==> src/rtl/cv32e40p_tmr_pkg.sv <==
// ----------------------------------------------------------------------------
// cv32e40p_tmr_pkg
// Shared types and constants for the TMR fault manager.
//   tmr_state_e : fault-manager FSM state, also exported on state_o
//   REPL_A/B/C  : one-hot replica selectors, bit order {c,b,a}
//   REPL_NUM    : number of replicas
//   popcnt3()   : number of set bits in a 3-bit replica vector
// ----------------------------------------------------------------------------
package cv32e40p_tmr_pkg;

    typedef enum logic [1:0] {
        RUN      = 2'd0,
        RESYNC   = 2'd1,
        DEGRADED = 2'd2,
        FATAL    = 2'd3
    } tmr_state_e;

    localparam int          REPL_NUM = 3;
    localparam logic [2:0]  REPL_A   = 3'b001;
    localparam logic [2:0]  REPL_B   = 3'b010;
    localparam logic [2:0]  REPL_C   = 3'b100;

    function automatic logic [1:0] popcnt3(input logic [2:0] v);
        return 2'(v[0]) + 2'(v[1]) + 2'(v[2]);
    endfunction

endpackage

==> src/rtl/cv32e40p_tmr_err_counter.sv <==
// ----------------------------------------------------------------------------
// cv32e40p_tmr_err_counter
// Leaky, saturating per-replica error counter.
//   clk       in   core clock
//   rst_n     in   asynchronous active-low reset
//   inc_i     in   +1 request (saturates at all-ones)
//   leak_i    in   -1 request (floors at zero)
//   freeze_i  in   hold the count (replica isolated)
//   cnt_o     out  current count
// ----------------------------------------------------------------------------
module cv32e40p_tmr_err_counter
    import cv32e40p_tmr_pkg::*;
#(
    parameter int CNT_W = 8
) (
    input  logic             clk,
    input  logic             rst_n,
    input  logic             inc_i,
    input  logic             leak_i,
    input  logic             freeze_i,
    output logic [CNT_W-1:0] cnt_o
);

    localparam logic [CNT_W-1:0] CNT_MAX = '1;

    logic [CNT_W-1:0] r_cnt;
    logic [CNT_W-1:0] w_cnt_nxt;

    // Increment and leak together cancel out.
    always_comb begin
        w_cnt_nxt = r_cnt;
        if (!freeze_i) begin
            if (inc_i && !leak_i && (r_cnt != CNT_MAX)) begin
                w_cnt_nxt = r_cnt + 1'b1;
            end else if (leak_i && !inc_i && (r_cnt != '0)) begin
                w_cnt_nxt = r_cnt - 1'b1;
            end
        end
    end

    always_ff @(posedge clk or negedge rst_n) begin
        if (!rst_n) begin
            r_cnt <= '0;
        end else begin
            r_cnt <= w_cnt_nxt;
        end
    end

    assign cnt_o = r_cnt;

endmodule

==> src/rtl/cv32e40p_tmr_fault_manager.sv <==
// ----------------------------------------------------------------------------
// cv32e40p_tmr_fault_manager
// Consumes the TMR voter mismatch flags, keeps leaky per-replica error counts,
// requests replica resync, isolates persistently failing replicas and raises a
// sticky fatal flag once majority voting cannot be trusted.
//   clk               in   core clock
//   rst_n             in   asynchronous active-low reset
//   valid_i           in   voter comparison valid
//   err_a/b/c_i       in   voter per-replica mismatch flags
//   resync_ack_i      in   resync done (meaningful while resync_req_o=1)
//   resync_req_o      out  resync request
//   resync_sel_o      out  one-hot replica to resync {c,b,a}
//   replica_disable_o out  sticky isolation {c,b,a}
//   fatal_o           out  sticky unrecoverable fault
//   state_o           out  FSM state
//   err_cnt_o         out  error counters {c,b,a}
//
// state    | meaning
// ---------+--------------------------------------------------------------
// RUN      | all replicas healthy, no resync outstanding
// RESYNC   | request outstanding for replica resync_sel_o
// DEGRADED | one replica isolated, running on the other two
// FATAL    | voting untrustworthy, absorbing until reset
// ----------------------------------------------------------------------------
module cv32e40p_tmr_fault_manager
    import cv32e40p_tmr_pkg::*;
#(
    parameter int CNT_W          = 8,
    parameter int THRESH         = 4,
    parameter int WINDOW         = 1024,
    parameter int RESYNC_TIMEOUT = 64
) (
    input  logic                clk,
    input  logic                rst_n,
    input  logic                valid_i,
    input  logic                err_a_i,
    input  logic                err_b_i,
    input  logic                err_c_i,
    input  logic                resync_ack_i,
    output logic                resync_req_o,
    output logic [2:0]          resync_sel_o,
    output logic [2:0]          replica_disable_o,
    output logic                fatal_o,
    output logic [1:0]          state_o,
    output logic [3*CNT_W-1:0]  err_cnt_o
);

    localparam int WIN_W = $clog2(WINDOW);
    localparam int TMO_W = $clog2(RESYNC_TIMEOUT + 1);

    tmr_state_e       r_state;
    tmr_state_e       w_state_nxt;
    logic             r_req;
    logic [2:0]       r_sel;
    logic [2:0]       r_disable;
    logic             r_fatal;
    logic [TMO_W-1:0] r_tmo;
    logic [WIN_W-1:0] r_win;

    logic             w_req_nxt;
    logic [2:0]       w_sel_nxt;
    logic [2:0]       w_disable_nxt;
    logic             w_fatal_nxt;
    logic [TMO_W-1:0] w_tmo_nxt;

    logic [2:0]       w_err;
    logic [1:0]       w_nerr;
    logic             w_single;
    logic             w_multi;
    logic             w_sel_hit;
    logic             w_other_hit;
    logic             w_leak;
    logic             w_tmo_hit;
    logic             w_thresh_hit;
    logic [CNT_W-1:0] w_hit_cnt;
    logic [CNT_W-1:0] w_post_cnt;
    logic [CNT_W-1:0] w_cnt [REPL_NUM];

    // Classification ignores isolated replicas entirely.
    assign w_err       = valid_i ? ({err_c_i, err_b_i, err_a_i} & ~r_disable) : 3'b000;
    assign w_nerr      = popcnt3(w_err);
    assign w_single    = (w_nerr == 2'd1);
    assign w_multi     = (w_nerr >= 2'd2);
    assign w_sel_hit   = w_single && (w_err == r_sel);
    assign w_other_hit = w_single && (w_err != r_sel);

    assign w_leak    = (r_win == WIN_W'(WINDOW - 1));
    assign w_tmo_hit = (r_tmo == TMO_W'(RESYNC_TIMEOUT));

    // Threshold is judged on the saturated count this fault produces.
    always_comb begin
        w_hit_cnt = '0;
        for (int i = 0; i < REPL_NUM; i++) begin
            if (w_err[i]) begin
                w_hit_cnt = w_hit_cnt | w_cnt[i];
            end
        end
    end
    assign w_post_cnt   = (w_hit_cnt == '1) ? w_hit_cnt : w_hit_cnt + 1'b1;
    assign w_thresh_hit = (w_post_cnt >= CNT_W'(THRESH));

    genvar gi;
    generate
        for (gi = 0; gi < REPL_NUM; gi++) begin : g_cnt
            cv32e40p_tmr_err_counter #(
                .CNT_W (CNT_W)
            ) u_cnt (
                .clk      (clk),
                .rst_n    (rst_n),
                .inc_i    (w_single && w_err[gi]),
                .leak_i   (w_leak),
                .freeze_i (r_disable[gi]),
                .cnt_o    (w_cnt[gi])
            );
            assign err_cnt_o[gi*CNT_W +: CNT_W] = w_cnt[gi];
        end
    endgenerate

    always_ff @(posedge clk or negedge rst_n) begin
        if (!rst_n) begin
            r_state   <= RUN;
            r_req     <= 1'b0;
            r_sel     <= 3'b000;
            r_disable <= 3'b000;
            r_fatal   <= 1'b0;
            r_tmo     <= '0;
            r_win     <= '0;
        end else begin
            r_state   <= w_state_nxt;
            r_req     <= w_req_nxt;
            r_sel     <= w_sel_nxt;
            r_disable <= w_disable_nxt;
            r_fatal   <= w_fatal_nxt;
            r_tmo     <= w_tmo_nxt;
            r_win     <= w_leak ? '0 : r_win + 1'b1;
        end
    end

    // In RESYNC a foreign or multi fault outranks ack, and ack outranks timeout.
    always_comb begin
        w_state_nxt = r_state;
        case (r_state)
            RUN: begin
                if (w_multi) begin
                    w_state_nxt = FATAL;
                end else if (w_single) begin
                    w_state_nxt = w_thresh_hit ? DEGRADED : RESYNC;
                end
            end
            RESYNC: begin
                if (w_multi || w_other_hit) begin
                    w_state_nxt = FATAL;
                end else if (resync_ack_i) begin
                    w_state_nxt = RUN;
                end else if (w_tmo_hit) begin
                    w_state_nxt = DEGRADED;
                end
            end
            DEGRADED: begin
                if (w_nerr != 2'd0) begin
                    w_state_nxt = FATAL;
                end
            end
            FATAL:   w_state_nxt = FATAL;
            default: w_state_nxt = FATAL;
        endcase
    end

    // r_tmo counts request-high cycles: 1 on the first cycle req is visible.
    always_comb begin
        w_req_nxt     = (w_state_nxt == RESYNC);
        w_fatal_nxt   = (w_state_nxt == FATAL);
        w_sel_nxt     = r_sel;
        w_disable_nxt = r_disable;
        w_tmo_nxt     = '0;
        if ((r_state == RUN) && (w_state_nxt == RESYNC)) begin
            w_sel_nxt = w_err;
        end
        if ((r_state == RUN) && (w_state_nxt == DEGRADED)) begin
            w_disable_nxt = r_disable | w_err;
        end
        if ((r_state == RESYNC) && (w_state_nxt == DEGRADED)) begin
            w_disable_nxt = r_disable | r_sel;
        end
        if (w_state_nxt == RESYNC) begin
            w_tmo_nxt = (r_state == RESYNC) ? r_tmo + 1'b1 : TMO_W'(1);
        end
    end

    assign resync_req_o      = r_req;
    assign resync_sel_o      = r_sel;
    assign replica_disable_o = r_disable;
    assign fatal_o           = r_fatal;
    assign state_o           = r_state;

    // w_sel_hit documents the "own replica" case that keeps RESYNC alive.
    logic w_unused;
    assign w_unused = w_sel_hit;

endmodule

==> config.mk <==
export PLATFORM = sky130hd
export DESIGN_NAME = cv32e40p_tmr_fault_manager
export DESIGN_NICKNAME = d
export VERILOG_FILES = /design/src/rtl/cv32e40p_tmr_pkg.sv /design/src/rtl/cv32e40p_tmr_err_counter.sv /design/src/rtl/cv32e40p_tmr_fault_manager.sv
export SDC_FILE = /design/constraint.sdc
export NUM_CORES = 1
export LEC_CHECK = 0
export CORE_ASPECT_RATIO = 1.2
export CORE_UTILIZATION = 50
export CTS_CLUSTER_DIAMETER = 30
export CTS_CLUSTER_SIZE = 30
export DETAILED_ROUTE_END_ITERATION = 12
export PLACE_DENSITY = 0.73
export SLEW_MARGIN = 20
export SYNTH_ARGS = -nofsm -noshare
export SYNTH_HDL_FRONTEND = slang
export SYNTH_SLANG_ARGS = --single-unit
==> constraint.sdc <==
create_clock -name clk -period 6.4 [get_ports clk]
set_input_delay 1.28 -clock clk [delete_from_list [all_inputs] [get_ports clk]]
set_output_delay 1.28 -clock clk [all_outputs]
set_load 0.005 [all_outputs]
Yosys cells after proc, flatten, opt, wreduce, memory -nomap -nowiden:

Cells that the tools add are included.

* word-level logic and storage cells: 106
* bits in registers: 51
* bits of input ports: 7
* output and inout bits: 34

* bitwise operators: 9
* equality and inequality tests: 14
* magnitude comparators: 2
* mux-type cells: 24
* $add $sub $neg: 11
* reductions and logical operators: 36

Operator list (count)
* 8-bit 2-to-1 mux: 10
* 8-bit by 1-bit adder with 8-bit output, second input constant: 4
* 8-bit inequality test, second input constant: 3
* 8-bit nonzero test: 3
* 8-bit by 1-bit subtractor with 8-bit output, second input constant: 3
* 1-bit logical AND: 19
* 8-bit bitwise OR: 2
* 2-bit 2-to-1 mux: 7
* 7-bit 2-to-1 mux: 2
* 10-bit by 1-bit adder with 10-bit output, second input constant: 1
* 10-bit equality test, second input constant: 1
* 10-bit 2-to-1 mux: 1
* 2-bit nonzero test: 5
* 3-bit 2-to-1 mux: 3
* 2-bit equality test, second input constant: 4
* 8-bit equality test, second input constant: 1
* 8-bit by 3-bit >= comparator with 1-bit output, second input constant: 1
* 2-bit one-hot mux with 4 select lines: 1
* 7-bit by 1-bit adder with 7-bit output, second input constant: 1
* 7-bit equality test, second input constant: 1
* 2-bit by 1-bit equality test with 1-bit output, second input constant: 3
* 3-bit bitwise OR: 2
* 2-bit AND reduction: 3
* 1-bit logical NOT: 4
* 9 further kinds: 11

Depth between registers and ports, before layout:

Gate-level depths: netlist of run 1.

* depth in word-level cells: 19
* depth in mapped cells: 13
* gate-level depth less buffers: 12

Hierarchy:

From an unflattened synthesis of run 1, not the netlist that was laid out.

* cell total of the unflattened synthesis: 331
* area total of the unflattened synthesis: 3338.2 um^2

By module, submodules not included
* cv32e40p_tmr_fault_manager: cells an instance 159, area each 1531.5 um^2, seq. area each 675.6 um^2, times used 1
* cv32e40p_tmr_err_counter at g_cnt[0].u_cnt ...: cells an instance 56, area each 593.1 um^2, seq. area each 200.2 um^2, times used 2
* cv32e40p_tmr_err_counter at g_cnt[2].u_cnt: cells an instance 60, area each 620.6 um^2, seq. area each 200.2 um^2, times used 1

Worst setup path after synthesis of run 1:

Ideal clock, no wire load.

* kind: input to register
* start point: input port valid_i
* end point: register g_cnt[2].u_cnt.r_cnt[6]
* stages: 13
* path buffers: 2
* required time: 6.275 ns
* setup slack: 2.137 ns
* setup time: 0.125 ns
* data arrival time: 4.138 ns
* path through: and3b_1 > buf_2 > fa_1 > nand2b_1 > or3_1 > buf_2 > fa_1 > a21o_1 > a21oi_1 > o21bai_1 > a21oi_1 > xnor2_1 > mux2_2

* longest elaborated chain between the ends: 10
* elaborated cells on any way between the ends: 13
* classes of those cells: add/sub: 2; eq/ne: 1; mux: 2; reduce/logical: 8

Ends and longest elaborated chain
* from (decl): RTL line cv32e40p_tmr_fault_manager.sv:35 `input logic valid_i,`
* 3-bit 2-to-1 mux *: RTL line cv32e40p_tmr_fault_manager.sv:80 `assign w_err = valid_i ? ({err_c_i, err_b_i, err_a_i} & ~r_disable) : 3'b000;`
* net w_err[0]: RTL line cv32e40p_tmr_fault_manager.sv:66 `logic [2:0] w_err;`
* 1-bit by 1-bit adder with 2-bit output *: RTL line cv32e40p_tmr_pkg.sv:24 `return 2'(v[0]) + 2'(v[1]) + 2'(v[2]);`
* 2-bit by 1-bit adder with 2-bit output *: RTL line cv32e40p_tmr_pkg.sv:24
* 2-bit by 1-bit equality test with 1-bit output *: RTL line cv32e40p_tmr_fault_manager.sv:82 `assign w_single = (w_nerr == 2'd1);`
* 1-bit logical AND *: RTL line cv32e40p_tmr_fault_manager.sv:110 `.inc_i (w_single && w_err[gi]),`
* 1-bit logical NOT: RTL line cv32e40p_tmr_err_counter.sv:35 `end else if (leak_i && !inc_i && (r_cnt != '0)) begin`
* 1-bit logical AND (2 in series): RTL line cv32e40p_tmr_err_counter.sv:35
* 2-bit nonzero test (no source line)
* 2-bit AND reduction (no source line)
* to (signal assigned): RTL line cv32e40p_tmr_err_counter.sv:45 `r_cnt <= w_cnt_nxt;`
* to (decl): RTL line cv32e40p_tmr_err_counter.sv:26 `logic [CNT_W-1:0] r_cnt;`

Mark *: on every way through the listed nets, which the timed path passes. The rest lies on a longest branch.
A chain may end at the register's enable or synchronous reset.

Worst setup path in the final report of run 1:

* start point: input port valid_i
* end point: register g_cnt[0].u_cnt.r_cnt[6]

* longest elaborated chain between the ends: 10
* elaborated cells on any way between the ends: 13
* classes of those cells: add/sub: 2; eq/ne: 1; mux: 2; reduce/logical: 8

Ends and longest elaborated chain (RTL line)
* 3-bit 2-to-1 mux *: cv32e40p_tmr_fault_manager.sv:80
* net w_err[1]: cv32e40p_tmr_fault_manager.sv:66
* 1-bit by 1-bit adder with 2-bit output *: cv32e40p_tmr_pkg.sv:24
* 2-bit by 1-bit adder with 2-bit output *: cv32e40p_tmr_pkg.sv:24
* 2-bit by 1-bit equality test with 1-bit output *: cv32e40p_tmr_fault_manager.sv:82
* 1-bit logical AND *: cv32e40p_tmr_fault_manager.sv:110
* 1-bit logical NOT: cv32e40p_tmr_err_counter.sv:35
* 1-bit logical AND (2 in series): cv32e40p_tmr_err_counter.sv:35
* 2-bit nonzero test (no source line)
* 2-bit AND reduction (no source line)
* to (signal assigned): cv32e40p_tmr_err_counter.sv:45
* to (decl): cv32e40p_tmr_err_counter.sv:26

Marks and branches as above.

==> results of run 1 <==
through the flow:
stage / setup WS, ns / cell area, µm² / instances
floorplan: 2.137 / 3249 / 317
finish: 1.558 / 3765 / 438
global placement: 1.412 / 3684 / 430
detailed placement: 1.294 / 3684 / 430
global route: 1.381 / 3765 / 438
CTS: 1.588 / 3765 / 438
power groups by stage:
stage	clock network [W]	registers [W]	logic, W
2_1_floorplan	0	0.000545	0.000637
3_3_place_gp	0	0.000581	0.000903
3_5_place_dp	0	0.000579	0.000922
4_1_cts	0.000186	0.000575	0.000929
5_1_grt	0.000200	0.000595	0.00103
6_report	0.000180	0.000573	0.000921
area by class of cell:
| cell class | instances | area share (%) |
|---|---|---|
| clock buffers | 7 | 2.027 |
| clock inverters | 1 | 0.1329 |
| inverters | 13 | 1.296 |
| multi-input cells | 243 | 49.22 |
| flip-flops and latches | 51 | 33.90 |
| well taps | 82 | 2.725 |
| repair buffers | 41 | 10.70 |
worst max-delay path by stage:
stage | start | to | slack [ns] | cells after the start
2_1_floorplan | valid_i | g_cnt[2].u_cnt.cnt_o[6] | 2.14 | 13
3_3_place_gp | valid_i | g_cnt[2].u_cnt.cnt_o[6] | 1.41 | 13
3_5_place_dp | valid_i | g_cnt[0].u_cnt.cnt_o[6] | 1.29 | 13
4_1_cts | valid_i | g_cnt[0].u_cnt.cnt_o[6] | 1.59 | 13
5_1_grt | valid_i | g_cnt[0].u_cnt.cnt_o[6] | 1.38 | 13
6_report | valid_i | g_cnt[0].u_cnt.cnt_o[6] | 1.56 | 13
flip-flops by register name, indices dropped and copies added, names as in the netlist:
signal	count
fatal_o	1
g_cnt.u_cnt.cnt_o	24
r_tmo	7
r_win	10
replica_disable_o	3
resync_req_o	1
resync_sel_o	3
state_o	2
Yosys cell counts, types with 5 or more instances:
| cell type | n | share of area, % |
|---|---|---|
| sky130_fd_sc_hd__mux2_2 | 14 | 4.9 |
| sky130_fd_sc_hd__o21ai_0 | 7 | 1.1 |
| sky130_fd_sc_hd__nand3_1 | 12 | 1.8 |
| sky130_fd_sc_hd__xnor2_1 | 29 | 7.8 |
| sky130_fd_sc_hd__dfrtp_1 | 51 | 39 |
| sky130_fd_sc_hd__a21oi_1 | 16 | 2.5 |
| sky130_fd_sc_hd__ha_1 | 21 | 8.1 |
| sky130_fd_sc_hd__nand2_1 | 18 | 2.1 |
| sky130_fd_sc_hd__inv_1 | 13 | 1.5 |
| sky130_fd_sc_hd__nor3_1 | 6 | 0.92 |
| sky130_fd_sc_hd__nor2_1 | 33 | 3.8 |
| sky130_fd_sc_hd__nand4_1 | 9 | 1.7 |
| sky130_fd_sc_hd__mux2_4 | 5 | 2.3 |
| sky130_fd_sc_hd__xor2_1 | 10 | 2.7 |
cell families (layout without fill, tap and decap cells):
logic type / after synthesis / in the layout / share of synthesized area (%)
adder cells (fa/ha/maj): 25 / 25 / 10.55
AO/OA/AOI/OAI: 59 / 59 / 12.98
AND/OR/NAND/NOR: 101 / 101 / 15.83
multiplexers: 19 / 19 / 7.162
flip-flops: 51 / 51 / 39.28
buffers and inverters: 23 / 62 / 3.696
XOR/XNOR: 39 / 39 / 10.51
per-layer routing:
metal | routed length [µm] | part of all wire, % | track usage [%] | vias up
met3 | 200 | 3.2 | 3.013 | 11
met5 | 0 | 0 | 0 | -
met1 | 2968 | 47 | 28.79 | 1198
li1 | - | - | - | 1213
met4 | 123 | 1.9 | 7.562 | 0
met2 | 3025 | 48 | 31.99 | 50
critical path, delay by kind of cell:
family / cells / cell delay [ns]
XOR/XNOR: 1 / 0.08
multiplexers: 1 / 0.26
AO/OA/AOI/OAI: 4 / 0.71
adder cells (fa/ha/maj): 2 / 1.16
AND/OR/NAND/NOR: 3 / 0.90
buffers and inverters: 2 / 0.64
==> metrics.md, run 1 <==
| Metric | Value |
|---|---|
| Largest net degree at the start of global routing | 52 |
| Critical path endpoint category | flip-flop |
| Worst slew pin tran | 0.6432 ns |
| Shortest clock period the worst path allows after layout | 4.842 ns |
| Site row count | 31 |
| Critical hold path startpoint | r_win[9] |
| Die Y-Extent | 90.31 µm |
| Count of buffers inserted at the top-level ports | 40 |
| Wire length of the first global-routing pass | 11020 µm |
| Average routed wire per standard cell | 14.42 µm |
| Share of async-settable or async-resettable flops after synthesis | 100.0% |
| Power density over the cells | 444.6 nW/µm² |
| Worst path arrival time | 5.03 ns |
| End-of-flow core utilization | 61.05% |
| CTS tree | yes |
| All-layer global routing usage | 20.60% |
| Number of instances on the worst hold path | 1 |
| Final-report setup violation count | 0 |
| Weighted congestion reported at the end of routability-driven placement | 0.8510 |
| Setup repair after global routing missed its margin | no |
| Status | complete, no violations |
| Area of the multi-input gates | 1853 µm² |
| Clock power frac | 10.8% |
| Sinks on the clock net | 51 |
| Core ar. | 6167 µm² |
| Cells traversed along the worst timing path | clkdlybuf4s50_1 -> nand3b_1 -> inv_1 -> fa_1 -> nand2b_1 -> or3_1 -> fa_1 -> a21o_1 -> a21oi_1 -> o21bai_1 -> a21oi_1 -> xnor2_1 -> mux2_2 |
| Number of instances in the synthesized netlist | 317 |
| Register area | 1276 µm² |
| CTS Root Cell | sky130_fd_sc_hd__clkbuf_8 |
| Share of the yosys chip area belonging to registers | 39.28% |
| Synthesis-to-layout area growth | 15.86% |
| Routed wire length | 6318 µm |
| Post-CTS setup buffer count | 0 |
| Final worst hold slack | 0.4859 ns |
| Path category of the worst min-delay check | reg2reg |
| 1st-iter DRT viols | 152 |
| Distinct cells, synth | 50 |
| Pre-Repair DR Iteration Count | 4 |
| Number of top-level pins | 41 |
| Endpoint of the worst hold path | r_win[9] |
| Leak pwr | 1.576 nW |
| Number of flops mapped to enable cells by yosys | 0 |
| Commonest non-fill, non-tap cell in the layout | sky130_fd_sc_hd__dfrtp_1 |
| Maximum clock path buffer count | 2 |
| Average size of a mapped cell | 10.25 µm² |
| Biggest fanout along the worst timing path | 9 |
| Worst-case vdd ir drop | 253.4 µV |
| Share of final-layout standard cells stronger than drive strength 1 | 10.11% |
| Clk pin slew, worst setup/hold paths | 0.09 ns |
| Number of fill cells | 538 |
| Count of nets left with antenna violations after detail routing | 0 |
| Dpl hpwl | 4715 µm |
| Routed via count | 2472 |
| Maximum level of the CTS H-tree | 2 |
| Global route overflow | 0 |
| Reg2reg end | g_cnt[0].u_cnt.cnt_o[6] |
| Via count normalized by instance count | 5.644 |
| CTS Buf Count | 5 |
| CP max-delay cell | sky130_fd_sc_hd__fa_1 |
| Category of the critical setup timing path | in2reg |
| Initial core utilization | 52.69% |
| Clock latency at the later pin of the worst-skew pair | 0.30 ns |
| Kind of start point of the critical path | input port |
| Hold Buf Count CTS | 0 |
| Number of antenna violations at the first check in global routing | 0 |
| Combinational share of power | 55.0% |
| Highest cell delay on the worst timing path | 0.69 ns |
| Post-synth net total | 349 |
| R2r setup slk | 2.56 ns |
| Net count of the finished layout | 387 |
| YS warnings | 0 |
| DR DRC count | 0 |
| Maximum capacitance violations | 0 |
| Clock skew | 0.01193 ns |
| Final Hold Viols | 0 |
| Ratio of final minimum period to clock period | 75.65% |
| Max frequency | 0.2065 GHz |
| Final count of pins violating max slew | 0 |
| Die footprint | 6827 µm² |
| Sw power | 0.0006537 W |
| Relative slew slack | 57.12% |
| #FFs+latches synth | 51 |
| Int Pwr | 0.001020 W |
| Required time of the worst setup path | 6.59 ns |
| Final total negative setup slack | 0 ns |
| Register-to-Register Path Depth | 12 |
| Netlist area before placement | 3249 µm² |
| Switching part of the total power | 39.05% |
| Gates resized, CTS repair | 0 |
| Vias in the first global route | 2468 |
| Final antenna diode count | 0 |
| Commonest non-fill, non-tap cells in the layout | sky130_fd_sc_hd__dfrtp_1, sky130_fd_sc_hd__clkdlybuf4s50_1, sky130_fd_sc_hd__nor2_1 |
| Sequential group share of total power | 34.2% |
| Worst r2r src | replica_disable_o[1] |
| Design Power | 0.001674 W |
| Chip width | 75.59 µm |
| Top FF cell, synth | sky130_fd_sc_hd__dfrtp_1 |
Power figures use the tool's default switching activity.
==> inputs of run 2 (changes only) <==
--- a/config.mk
+++ b/config.mk
@@ -10,7 +10,7 @@
 export CTS_CLUSTER_DIAMETER = 30
 export CTS_CLUSTER_SIZE = 30
 export DETAILED_ROUTE_END_ITERATION = 12
-export PLACE_DENSITY = 0.73
+export PLACE_DENSITY = 0.76
 export SLEW_MARGIN = 20
 export SYNTH_ARGS = -nofsm -noshare
 export SYNTH_HDL_FRONTEND = slang
==> constraint.sdc (replaced) <==
create_clock -name clk -period 4.1 [get_ports clk]
set_input_delay 0.82 -clock clk [delete_from_list [all_inputs] [get_ports clk]]
set_output_delay 0.82 -clock clk [all_outputs]
set_load 0.005 [all_outputs]
==> metrics.md, run 2 (synthesis gave the netlist of run 1 again) <==
| Metric | Value |
|---|---|
| Final antenna diode count | 0 (unchanged) |
| Worst-case vdd ir drop | 416.0 µV (+64%) |
| Post-CTS setup buffer count | 0 (unchanged) |
| Maximum clock path buffer count | 2 (unchanged) |
| Sinks on the clock net | 51 (unchanged) |
| Worst path arrival time | 4.12 ns (-0.91 ns) |
| Largest net degree at the start of global routing | 35 (-33%) |
| Final worst hold slack | 0.4291 ns (-0.05681 ns) |
| Shortest clock period the worst path allows after layout | 3.923 ns |
| Routed via count | 2608 (+5.5%) |
| Ratio of final minimum period to clock period | 95.68% |
| Final-report setup violation count | 0 (unchanged) |
| Clock latency at the later pin of the worst-skew pair | 0.31 ns (about the same) |
| Leak pwr | 1.731 nW (+9.8%) |
| Worst slew pin tran | 0.6871 ns (+0.04399 ns) |
| DR DRC count | 0 (unchanged) |
| Clock skew | 0.005715 ns (-0.006211 ns) |
| Count of buffers inserted at the top-level ports | 40 (unchanged) |
| Routed wire length | 7015 µm (+11%) |
| Via count normalized by instance count | 5.597 (-0.84%) |
| Average routed wire per standard cell | 15.05 µm (+4.4%) |
| Kind of start point of the critical path | input port |
| Clk pin slew, worst setup/hold paths | 0.10 ns (about the same) |
| Wire length of the first global-routing pass | 12360 µm (+12%) |
| Met2 wire length | 3501 µm (+16%) |
| CTS Root Cell | sky130_fd_sc_hd__clkbuf_8 |
| Share of final-layout standard cells stronger than drive strength 1 | 17.71% (+7.6 points) |
| Biggest fanout along the worst timing path | 5 (-4) |
| Maximum level of the CTS H-tree | 2 (unchanged) |
| Setup repair after global routing missed its margin | no |
| Vias in the first global route | 2641 (+7.0%) |
| Site row count | 31 (unchanged) |
| Number of top-level pins | 41 (unchanged) |
| Gates resized, CTS repair | 0 (unchanged) |
| 1st-iter DRT viols | 141 (-7.2%) |
| Initial core utilization | 52.69% (unchanged) |
| Critical path endpoint category | flip-flop |
| Core ar. | 6167 µm² (unchanged) |
| All-layer global routing usage | 23.50% (+2.9 points) |
| Relative slew slack | 53.61% (-3.5 points) |
| Pre-Repair DR Iteration Count | 4 (unchanged) |
| Net count of the finished layout | 415 (+7.2%) |
| Commonest non-fill, non-tap cell in the layout | sky130_fd_sc_hd__dfrtp_1 |
| Max frequency | 0.2549 GHz |
| Flip-flop count of the largest register after layout | 24 (unchanged) |
| Count of nets left with antenna violations after detail routing | 0 (unchanged) |
| Area post-placement | 3894 µm² (+5.7%) |
| CTS tree | yes |
| Met3 WL | 225 µm (+13%) |
| Maximum capacitance violations | 0 (unchanged) |
| Final total negative setup slack | 0 ns (unchanged) |
| Weighted congestion reported at the end of routability-driven placement | 0.9162 (+7.7%) |
| Routed met1 length | 3120 µm (+5.1%) |
| Post-route cell area | 4023 µm² (+6.8%) |
| Dpl hpwl | 5204 µm (+10%) |
| Global route overflow | 0 (unchanged) |
| Commonest non-fill, non-tap cells in the layout | sky130_fd_sc_hd__dfrtp_1, sky130_fd_sc_hd__clkdlybuf4s50_1, sky130_fd_sc_hd__nor2_1 |
| CTS Buf Count | 5 (unchanged) |
| Hold Buf Count CTS | 0 (unchanged) |
| Top layer used by detailed routing | met4 |
| Status | complete, no violations |
| Path category of the worst min-delay check | in2async |
| Number of fill cells | 493 (-8.4%) |
| Category of the critical setup timing path | in2reg |
| Final Hold Viols | 0 (unchanged) |
| Synthesis-to-layout area growth | 23.80% |
| Number of antenna violations at the first check in global routing | 0 (unchanged) |
| Final count of pins violating max slew | 0 (unchanged) |
| Required time of the worst setup path | 4.29 ns (-2.30 ns) |
| Die footprint | 6827 µm² (unchanged) |
| Power density over the cells | 721.2 nW/µm² (+62%) |
| Chip width | 75.59 µm (unchanged) |
| Die Y-Extent | 90.31 µm (unchanged) |
==> run 2: worst paths after layout <==
check,startpoint,end,slack [ns],cells past startpoint
max in group asynchronous,rst_n,r_win[9],2.90,2
setup / recovery,valid_i,g_cnt[2].u_cnt.cnt_o[7],0.18,14
hold reg to reg,r_win[9],r_win[9],0.49,1
hold / removal,rst_n,resync_sel_o[1],0.43,1
setup reg to reg,replica_disable_o[1],g_cnt[2].u_cnt.cnt_o[7],0.71,13
min in group clk,r_win[9],r_win[9],0.49,1
==> run 2: metal layers <==
| layer | up-vias | global-route usage, % |
|---|---|---|
| li1 | 1272 | - |
| met2 | 48 | 37.80 |
| met4 | 0 | 8.951 |
| met1 | 1275 | 30.66 |
| met3 | 13 | 4.688 |
| met5 | - | 0 |
==> run 2: critical path, stage by stage <==
cell                              delay, ns
sky130_fd_sc_hd__clkdlybuf4s50_1       0.48
sky130_fd_sc_hd__nand3b_1              0.15
sky130_fd_sc_hd__inv_1                 0.09
sky130_fd_sc_hd__fa_1                  0.56
sky130_fd_sc_hd__nand2b_1              0.11
sky130_fd_sc_hd__or3_1                 0.47
sky130_fd_sc_hd__buf_4                 0.19
sky130_fd_sc_hd__ha_1                  0.31
sky130_fd_sc_hd__nand3_1               0.10
sky130_fd_sc_hd__o211ai_1              0.11
sky130_fd_sc_hd__o41ai_1               0.35
sky130_fd_sc_hd__xnor2_1               0.16
sky130_fd_sc_hd__nand2_1               0.08
sky130_fd_sc_hd__xnor2_1               0.14
==> run 2: cell type report <==
cell class,count,area [µm²],share of cell area [%]
Multi-Input combinational cell,243,1864,46.35
Sequential cell,51,1276,31.73
Timing Repair Buffer,69,613.1,15.24
Tap cell,82,102.6,2.551
Clock buffer,6,82.58,2.053
Inverter,13,48.80,1.213
Clock inverter,2,35.03,0.8709
==> run 2: per-stage QoR <==
stage | std cells | power, W | worst slack, ns | util (%)
global route | 466 | 0.003147 | 0.003066 | 65.23
finish | 466 | 0.002901 | 0.1772 | 65.23
detailed placement | 458 | 0.002513 | -0.1372 | 63.14
floorplan | 317 | 0.001846 | 0.2969 | -
CTS | 466 | 0.002901 | 0.1656 | 65.04
global placement | 458 | 0.002460 | -0.06208 | 63.14
==> run 2: power breakdown <==
part           internal, W  switching, W  leakage [nW]  total, W
sequential        0.000650      0.000246         0.630  0.000896
combinational     0.000955      0.000683          1.04   0.00164
clock             0.000198      0.000170        0.0612  0.000367
